### src/rtl/pc_trace_pkg.sv
// Shared state encoding for the PC trace monitor.
// Latency: n/a (types and constants only).
// Backpressure: n/a.
//
// The state values are visible on the o_state port, so the encoding is
// fixed: IDLE=0, RUN=1, HALTED=2, TIMEOUT=3.
package pc_trace_pkg;

    localparam logic [1:0] ST_IDLE    = 2'd0;
    localparam logic [1:0] ST_RUN     = 2'd1;
    localparam logic [1:0] ST_HALTED  = 2'd2;
    localparam logic [1:0] ST_TIMEOUT = 2'd3;

    // The S_ prefix keeps S_TIMEOUT distinct from the TIMEOUT parameter of the top.
    typedef enum logic [1:0] {
        S_IDLE    = ST_IDLE,
        S_RUN     = ST_RUN,
        S_HALTED  = ST_HALTED,
        S_TIMEOUT = ST_TIMEOUT
    } state_t;

endpackage

### src/rtl/pc_trace_buf.sv
// Circular buffer of recently retired PCs, read back by age (0 = newest).
// Latency: push visible to reads one edge later; read data registered, 1 cycle.
// Backpressure: none; pushes always accepted, oldest entry overwritten when full.
//
// Ports: i_clk/i_rst (sync active-high), i_clr (empty the buffer),
//        i_push/i_pc (write one entry), i_rd_idx -> o_rd_pc (relative read).
module pc_trace_buf #(
    parameter int PC_W  = 32,
    parameter int DEPTH = 16
) (
    input  logic                     i_clk,
    input  logic                     i_rst,
    input  logic                     i_clr,
    input  logic                     i_push,
    input  logic [PC_W-1:0]          i_pc,
    input  logic [$clog2(DEPTH)-1:0] i_rd_idx,
    output logic [PC_W-1:0]          o_rd_pc
);

    localparam int IDX_W = $clog2(DEPTH);
    localparam logic [IDX_W:0] CNT_MAX = (IDX_W + 1)'(DEPTH);

    logic [PC_W-1:0]  mem [DEPTH];
    logic [IDX_W-1:0] wr_ptr;
    logic [IDX_W:0]   vld_cnt;
    logic [IDX_W-1:0] rd_addr;
    logic [PC_W-1:0]  rd_pc;

    // wr_ptr points at the next free slot, so the newest entry is wr_ptr-1.
    // DEPTH is a power of two, so the subtraction wraps naturally.
    assign rd_addr = wr_ptr - IDX_W'(1) - i_rd_idx;

    // Storage needs no reset: entries beyond vld_cnt are never returned.
    always_ff @(posedge i_clk) begin
        if (i_push) begin
            mem[wr_ptr] <= i_pc;
        end
    end

    always_ff @(posedge i_clk) begin
        if (i_rst || i_clr) begin
            wr_ptr  <= '0;
            vld_cnt <= '0;
        end else if (i_push) begin
            wr_ptr <= wr_ptr + IDX_W'(1);
            if (vld_cnt != CNT_MAX) begin
                vld_cnt <= vld_cnt + 1'b1;
            end
        end
    end

    // Uses pre-edge pointer and count, so a same-edge push is not yet seen.
    always_ff @(posedge i_clk) begin
        if (i_rst) begin
            rd_pc <= '0;
        end else if ({1'b0, i_rd_idx} < vld_cnt) begin
            rd_pc <= mem[rd_addr];
        end else begin
            rd_pc <= '0;
        end
    end

    assign o_rd_pc = rd_pc;

endmodule

### src/rtl/pc_trace_monitor.sv
// Retirement monitor: counts instructions/cycles/stalls, detects self-loop halt or watchdog timeout.
// Latency: all outputs registered, event at edge N visible after edge N; trace read 1 cycle.
// Backpressure: none; observes the core passively every cycle.
//
// Ports: i_clk, i_rst (sync active-high), i_pc_debug/i_insn_vld (retirement),
//        i_start (arm/re-arm), i_rd_idx -> o_rd_pc (trace read, 0 = newest),
//        o_insn_cnt/o_cyc_cnt/o_stall_cnt, o_state, o_done, o_pass.
// Build option: define PC_TRACE_EN to include the trace buffer; otherwise o_rd_pc is 0.
module pc_trace_monitor
    import pc_trace_pkg::*;
#(
    parameter int PC_W        = 32,
    parameter int CNT_W       = 32,
    parameter int DEPTH       = 16,
    parameter int HALT_CYCLES = 8,
    parameter int TIMEOUT     = 5000
) (
    input  logic                     i_clk,
    input  logic                     i_rst,
    input  logic [PC_W-1:0]          i_pc_debug,
    input  logic                     i_insn_vld,
    input  logic                     i_start,
    input  logic [$clog2(DEPTH)-1:0] i_rd_idx,
    output logic [PC_W-1:0]          o_rd_pc,
    output logic [CNT_W-1:0]         o_insn_cnt,
    output logic [CNT_W-1:0]         o_cyc_cnt,
    output logic [CNT_W-1:0]         o_stall_cnt,
    output logic [1:0]               o_state,
    output logic                     o_done,
    output logic                     o_pass
);

    localparam int REP_W = $clog2(HALT_CYCLES + 1);
    localparam logic [REP_W-1:0] HALT_VAL = REP_W'(HALT_CYCLES);
    localparam logic [CNT_W-1:0] TMO_VAL  = CNT_W'(TIMEOUT);

    state_t           state;
    logic [CNT_W-1:0] insn_cnt;
    logic [CNT_W-1:0] cyc_cnt;
    logic [CNT_W-1:0] stall_cnt;
    logic [PC_W-1:0]  last_pc;
    logic [REP_W-1:0] rep_cnt;
    logic             done_q;
    logic             pass_q;

    logic             in_run;
    logic             arm;
    logic             push;
    logic [REP_W-1:0] rep_nxt;
    logic [CNT_W-1:0] cyc_nxt;
    logic             halt_hit;
    logic             tmo_hit;

    function automatic logic [CNT_W-1:0] sat_inc(input logic [CNT_W-1:0] v);
        return (&v) ? v : v + 1'b1;
    endfunction

    assign in_run = (state == S_RUN);
    // i_start only matters outside RUN; arm marks every entry into RUN.
    assign arm    = i_start && !in_run;
    assign push   = in_run && i_insn_vld;

    // rep_cnt stays below HALT_CYCLES while in RUN (reaching it leaves RUN),
    // so the increment cannot overflow REP_W.
    always_comb begin
        rep_nxt = REP_W'(1);
        if (i_pc_debug == last_pc) begin
            rep_nxt = rep_cnt + 1'b1;
        end
    end

    assign cyc_nxt  = sat_inc(cyc_cnt);
    // Both compare against post-edge values so the flag lands with the count.
    assign halt_hit = push && (rep_nxt == HALT_VAL);
    assign tmo_hit  = (TIMEOUT != 0) && (cyc_nxt == TMO_VAL);

    always_ff @(posedge i_clk) begin
        if (i_rst) begin
            state     <= S_IDLE;
            insn_cnt  <= '0;
            cyc_cnt   <= '0;
            stall_cnt <= '0;
            last_pc   <= '0;
            rep_cnt   <= '0;
            done_q    <= 1'b0;
            pass_q    <= 1'b0;
        end else begin
            case (state)
                S_RUN: begin
                    cyc_cnt <= cyc_nxt;
                    if (i_insn_vld) begin
                        insn_cnt <= sat_inc(insn_cnt);
                        rep_cnt  <= rep_nxt;
                        last_pc  <= i_pc_debug;
                    end else begin
                        stall_cnt <= sat_inc(stall_cnt);
                    end
                    // Halt takes priority when both fire on the same edge.
                    if (halt_hit) begin
                        state  <= S_HALTED;
                        done_q <= 1'b1;
                        pass_q <= 1'b1;
                    end else if (tmo_hit) begin
                        state  <= S_TIMEOUT;
                        done_q <= 1'b1;
                    end
                end
                default: begin
                    // IDLE, HALTED, TIMEOUT: everything frozen until armed.
                    if (arm) begin
                        state     <= S_RUN;
                        insn_cnt  <= '0;
                        cyc_cnt   <= '0;
                        stall_cnt <= '0;
                        rep_cnt   <= '0;
                        done_q    <= 1'b0;
                        pass_q    <= 1'b0;
                    end
                end
            endcase
        end
    end

    assign o_insn_cnt  = insn_cnt;
    assign o_cyc_cnt   = cyc_cnt;
    assign o_stall_cnt = stall_cnt;
    assign o_state     = state;
    assign o_done      = done_q;
    assign o_pass      = pass_q;

`ifdef PC_TRACE_EN
    pc_trace_buf #(
        .PC_W  (PC_W),
        .DEPTH (DEPTH)
    ) u_trace (
        .i_clk    (i_clk),
        .i_rst    (i_rst),
        .i_clr    (arm),
        .i_push   (push),
        .i_pc     (i_pc_debug),
        .i_rd_idx (i_rd_idx),
        .o_rd_pc  (o_rd_pc)
    );
`else
    logic unused_rd_idx;
    assign unused_rd_idx = ^i_rd_idx;
    assign o_rd_pc       = '0;
`endif

endmodule

### config.mk
export PLATFORM = sky130hd
export DESIGN_NAME = pc_trace_monitor
export DESIGN_NICKNAME = d
export VERILOG_FILES = /design/src/rtl/pc_trace_pkg.sv /design/src/rtl/pc_trace_buf.sv /design/src/rtl/pc_trace_monitor.sv
export SDC_FILE = /design/constraint.sdc
export NUM_CORES = 1
export LEC_CHECK = 0
export BUFFER_PORTS_ARGS = -buffer_cell sky130_fd_sc_hd__buf_2
export CAP_MARGIN = 20
export CORE_AREA = 2 2 115 117
export DETAILED_ROUTE_END_ITERATION = 12
export DIE_AREA = 0 0 117 119
export PLACE_DENSITY = 0.91
export SYNTH_ARGS = -nofsm -noshare
export SYNTH_HDL_FRONTEND = slang
export SYNTH_SLANG_ARGS = --single-unit
### constraint.sdc
create_clock -name i_clk -period 5.35 [get_ports i_clk]
set_clock_uncertainty 0.2 [all_clocks]
set_input_delay 0.8025 -clock i_clk [delete_from_list [all_inputs] [get_ports i_clk]]
set_output_delay 0.8025 -clock i_clk [all_outputs]
set_load 0.02 [all_outputs]
# Word-level counts from Yosys, hierarchy flattened
# Cells that the tools add are included.
# totals
register_bits,136
input_bits,40
out_inout_bits,132
elab_cells,59
# op_classes
add_sub_neg,4
n_eq_ne,10
n_mux,23
reduce_logical,14
# op_table
cell,n
32-bit two-way mux,9
"32-bit by 1-bit adder with 32-bit output, second input constant",3
32-bit AND reduction,3
"32-bit by 13-bit == test with 1-bit output, second input constant",1
32-bit == test,1
4-bit two-way mux,4
2-bit two-way mux,4
"2-bit inequality test, second input constant",4
2-bit AND reduction,4
1-bit two-way mux,6
3-bit AND reduction,2
"4-bit by 1-bit adder with 4-bit output, second input constant",1
"4-bit == test, second input constant",1
1-bit logical AND,3
"3-bit by 1-bit inequality test with 1-bit output, second input constant",1
"2-bit by 1-bit == test with 1-bit output, second input constant",1
"2-bit by 1-bit inequality test with 1-bit output, second input constant",1
2-bit nonzero test,1
1-bit logical NOT,1

# Longest topological paths before layout
# depth
word_depth,6
mapped_depth,10
mapped_depth_nobuf,8

# Worst setup path before layout
# OpenSTA, ideal clock, no wires.
# synth_timing
path_kind,reg-to-reg
start,reg cyc_cnt[12] (netlist: o_cyc_cnt[12])
end,reg state[1] (netlist: o_state[1])
setup_ps,60
t_arrival_ps,2745
required_time_ps,5090
slack_ps,2346
stages_incl_launch_ff,10
path_buffers,2
synth_period_minus_slack_ps,3004
path_cell_list,dfxtp_1 -> clkbuf_2 -> nand4_2 -> or4_4 -> buf_6 -> nor3_1 -> xor2_1 -> or4_1 -> a2111oi_2 -> a41o_1
# synth_via
elab_chain_cells,5
elab_cells_between_ends,6
classes_between,1 x add/sub; 2 x eq/ne; 1 x mux; 2 x reduce/logical
# synth_rtl
element,line_no,text
start: declaration,pc_trace_monitor.sv:39,logic [CNT_W-1:0] cyc_cnt;
start signal: assignment,pc_trace_monitor.sv:90,cyc_cnt <= cyc_nxt;
32-bit by 1-bit adder with 32-bit output / 32-bit AND reduction (equally long branches),pc_trace_monitor.sv:55,return (&v) ? v : v + 1'b1;
32-bit two-way mux (*),pc_trace_monitor.sv:55,
32-bit by 13-bit == test with 1-bit output (*),pc_trace_monitor.sv:75,assign tmo_hit = (TIMEOUT != 0) && (cyc_nxt == TMO_VAL);
3-bit by 1-bit inequality test with 1-bit output (no source line) (*),--,
2-bit AND reduction (no source line) (*),--,
end signal: assignment,pc_trace_monitor.sv:79,state <= S_IDLE;
end signal: assignment,pc_trace_monitor.sv:100,state <= S_HALTED;
end signal: assignment,pc_trace_monitor.sv:104,state <= S_TIMEOUT;
end: declaration,pc_trace_monitor.sv:37,state_t state;
# Every way passes the cells marked *; elsewhere a longest branch is shown, timed or not.
# A chain may end at the register's enable or synchronous reset.

# Final worst setup path
# layout_timing
start,reg state[1] (netlist: o_state[1])
end,reg stall_cnt[15] (netlist: o_stall_cnt[15])
# layout_via
elab_chain_cells,5
elab_cells_between_ends,8
classes_between,3 x eq/ne; 1 x mux; 4 x reduce/logical
# layout_rtl
element,line_no,text
2-bit by 1-bit == test with 1-bit output (*),"pc_trace_monitor.sv:58, pc_trace_monitor.sv:88",
1-bit logical NOT,pc_trace_monitor.sv:60,assign arm = i_start && !in_run;
1-bit logical AND,pc_trace_monitor.sv:60,
2-bit nonzero test (no source line),--,
3-bit AND reduction (no source line),--,
end signal: assignment,pc_trace_monitor.sv:96,stall_cnt <= sat_inc(stall_cnt);
end: declaration,pc_trace_monitor.sv:40,logic [CNT_W-1:0] stall_cnt;
# Marked as above.

==> reports/metrics.csv <==
stage;metric;value;unit
detailed_routing;Pre-antenna DRT Iters;6;
power_and_ir_drop;Seq pwr share;0.449;
timing;RSZ-0062 raised after global routing;no;
worst_setup_path;WP data required;5.44;ns
logic_synthesis;flop and latch count out of synthesis;135;
logic_synthesis;cell taking the most area after synthesis;dfxtp_1;
clock_network;number of hold buffers added after cts;0;
layout;Filler cells;1078;
logic_synthesis;Synth Warn #;0;
grt;vias in the first global route;6281;
power_and_ir_drop;leakage;3.38;nW
status;status;finished clean;
power_and_ir_drop;NetSw;0.000559;W
layout;Final nets;1087;
placed_design;Placed Area;0.00791;mm2
logic_synthesis;post-synth top area share;0.368;
power_and_ir_drop;Clk pwr share;0.487;
logic_synthesis;Async SR Flop Fraction;0;
power_and_ir_drop;Int Power;0.00173;W
placed_design;PortBufs;135;
timing;setup ws final;1.98;ns
layout;Non-Filler Instances;1232;
timing;minimum clock period;3.37;ns
logic_synthesis;Mean Syn Cell Area;7.85;um2
job;Max-cap violations;0;
grt;total congestion overflow;0;
floorplan;Placeable Area;0.0129;mm2
logic_synthesis;most common cell in the netlist;dfxtp_1;
layout;cell area after layout;0.00848;mm2
placed_design;dpl cells;1200;
floorplan;die area;0.0139;mm2
floorplan;Row Count;42;
logic_synthesis;post-synthesis sequential area ratio;0.368;
clock_network;post-CTS sizing;0;
timing;Max Clock Freq;296;MHz
floorplan;IO Pins;172;
logic_synthesis;Post-synth top cells;dfxtp_1, nand2_1, nor2_1;
clock_network;TritonCTS clock tree;done;
detailed_routing;DRT antenna net count;0;
clock_network;root buffer cell;clkbuf_16;
detailed_routing;Via density;5.70;
power_and_ir_drop;Power Total;0.00229;W
clock_network;CTS buffer count;17;
power_and_ir_drop;Gate power share;0.064;
floorplan;Chip Height;119;um
timing;final setup vio count;0;
detailed_routing;Initial DRC Count;608;
placed_design;post-DP HPWL;12.3;mm
detailed_routing;vias after detailed routing;7027;
layout;antenna cell count;0;
timing;Final Hold Fails;0;
detailed_routing;Residual DRC;0;
logic_synthesis;post-synthesis cell area;0.00734;mm2
placed_design;DP Worst Slack;2.05;ns
power_and_ir_drop;pwr/cell area;270;mW/mm2
worst_setup_path;Setup crit end kind;flip-flop;
logic_synthesis;Post-synth EDFFs;0;
clock_network;H-Tree Depth;4;
clock_network;clock slew seen by the registers of the worst setup and hold paths;0.06;ns
worst_setup_path;CP Max Fanout;23;
clock_network;worst skew pair latency;0.42;ns
timing;Period Utilization, post-route;0.631;
placed_design;Placer Congestion;0.915;
timing;fin. max-slew vios;0;
timing;Slew @ Worst Pin;0.848;ns
hold_path;Hold Path Class;flip-flop to flip-flop;
grt;GR Util All Layers;0.265;
grt;initial antenna violation count;1;
logic_synthesis;synth top area cells;dfxtp_1, xor2_1, nand2_1;
floorplan;Die Wd;117;um
logic_synthesis;synthesized instance count;935;
clock_network;Max clock buf depth;2;
worst_setup_path;Worst EP arrival;3.46;ns
logic_synthesis;main flop type after synthesis;dfxtp_1;
grt;largest net degree at the start of global routing;58;
power_and_ir_drop;sw frac;0.244;
timing;setup TNS;0;ns
power_and_ir_drop;Max VDD drop;0.215;mV
clock_network;Post-CTS Setup Bufs;0;
worst_setup_path;type of the worst setup path;flip-flop to flip-flop;
logic_synthesis;Netlist cell types;61;
floorplan;Starting Density;0.570;
layout;Layout area overhead;15.6;%
grt;first-pass GRT wire length;29.9;mm
clock_network;TritonCTS sink count;135;
layout;share of cells above drive strength 1;0.185;
detailed_routing;WL per Instance;14.7;um
detailed_routing;final wirelength;18.2;mm
worst_setup_path;startpoint types;flip-flop;
timing;Slew Limit Headroom;0.432;
## placed cells by master, fill, tap and decap left out, types with 4 or more instances in the layout
cell type	synthesis	layout
buf_2	4	135
dfxtp_1	135	135
nand2_1	133	133
nor2_1	106	106
a21oi_1	71	71
xor2_1	71	71
nand3_1	44	44
nand4_1	39	39
o21ai_0	35	35
conb_1	1	32
xnor2_1	30	30
nor3_1	26	26
nor4_1	20	20
clkbuf_16	0	17
and4_1	14	14
and3_1	13	13
a311oi_1	13	13
or3_1	12	12
inv_1	11	11
buf_4	36	10
a31oi_1	8	8
or4_1	6	6
clkinvlp_4	0	6
ha_1	4	4
## power groups by stage
stage | clock (W) | sequential [W] | combinational (W)
after floorplan | 0 | 0.00105 | 0.000118
after global placement | 0 | 0.00105 | 0.000143
after detailed placement | 0 | 0.00105 | 0.000145
after CTS | 0.00113 | 0.00103 | 0.000147
after global routing | 0.00118 | 0.00103 | 0.000165
final | 0.00112 | 0.00103 | 0.000148
## flip-flops by register name, summed over array words and instances (netlist names)
signal	count
last_pc	32
o_cyc_cnt	32
o_insn_cnt	32
o_pass	1
o_stall_cnt	32
o_state	2
rep_cnt	4
## critical path, stage by stage, from the launching register on
cell      delay (ns)
dfxtp_1         0.37
nand2b_1        0.55
nand2_1         0.84
nand2_1         0.22
nor4_1          0.66
nand4_1         0.19
xor2_1          0.17
nor2_1          0.05
## area by class of cell
type | count | area [um2] | area share
clock buffer | 21 | 470 | 0.0555
clock inverter | 11 | 98.8 | 0.0117
inverter | 11 | 41.3 | 0.00487
multi-input combinational | 733 | 4200 | 0.495
sequential | 135 | 2700 | 0.319
tap | 176 | 220 | 0.0260
timing repair buffer | 145 | 751 | 0.0885
## logic make-up (layout without fill, tap and decap cells)
kind of cell,Yosys count,after routing,share of synthesized area
simple gates,438,438,0.295
compound gates,154,154,0.127
flops,135,135,0.368
xor+xnor,101,101,0.121
buf+inv,98,188,0.0759
fa+ha+maj,4,4,0.00682
mux,4,4,0.00563
other cells,1,32,0.000511
## metal layers
metal / up-vias / global-route usage / share of wire
li1: 3452 / - / -
met1: 3275 / 0.346 / 0.43
met2: 258 / 0.411 / 0.48
met3: 40 / 0.0687 / 0.068
met4: 2 / 0.116 / 0.024
met5: - / 0 / 0.00077
## worst paths after layout
kind	start	to	slack, ns	cells after the start
setup / recovery	o_state[1]$_SDFFE_PP0P_	o_stall_cnt[15]$_SDFFE_PP0P_	1.98	7
hold / removal	o_pass$_SDFFE_PP0P_	o_pass$_SDFFE_PP0P_	0.26	2
setup reg to reg	o_state[1]$_SDFFE_PP0P_	o_stall_cnt[15]$_SDFFE_PP0P_	1.98	7
hold reg to reg	o_pass$_SDFFE_PP0P_	o_pass$_SDFFE_PP0P_	0.26	2
## through the flow
step	hold slack (ns)	util
after CTS	0.257	0.659
after detailed placement	0.249	0.615
after global placement	0.241	0.615
after floorplan	0.247	-
final	0.257	0.659
after global routing	0.286	0.659
(Power assumes the default switching activity.)
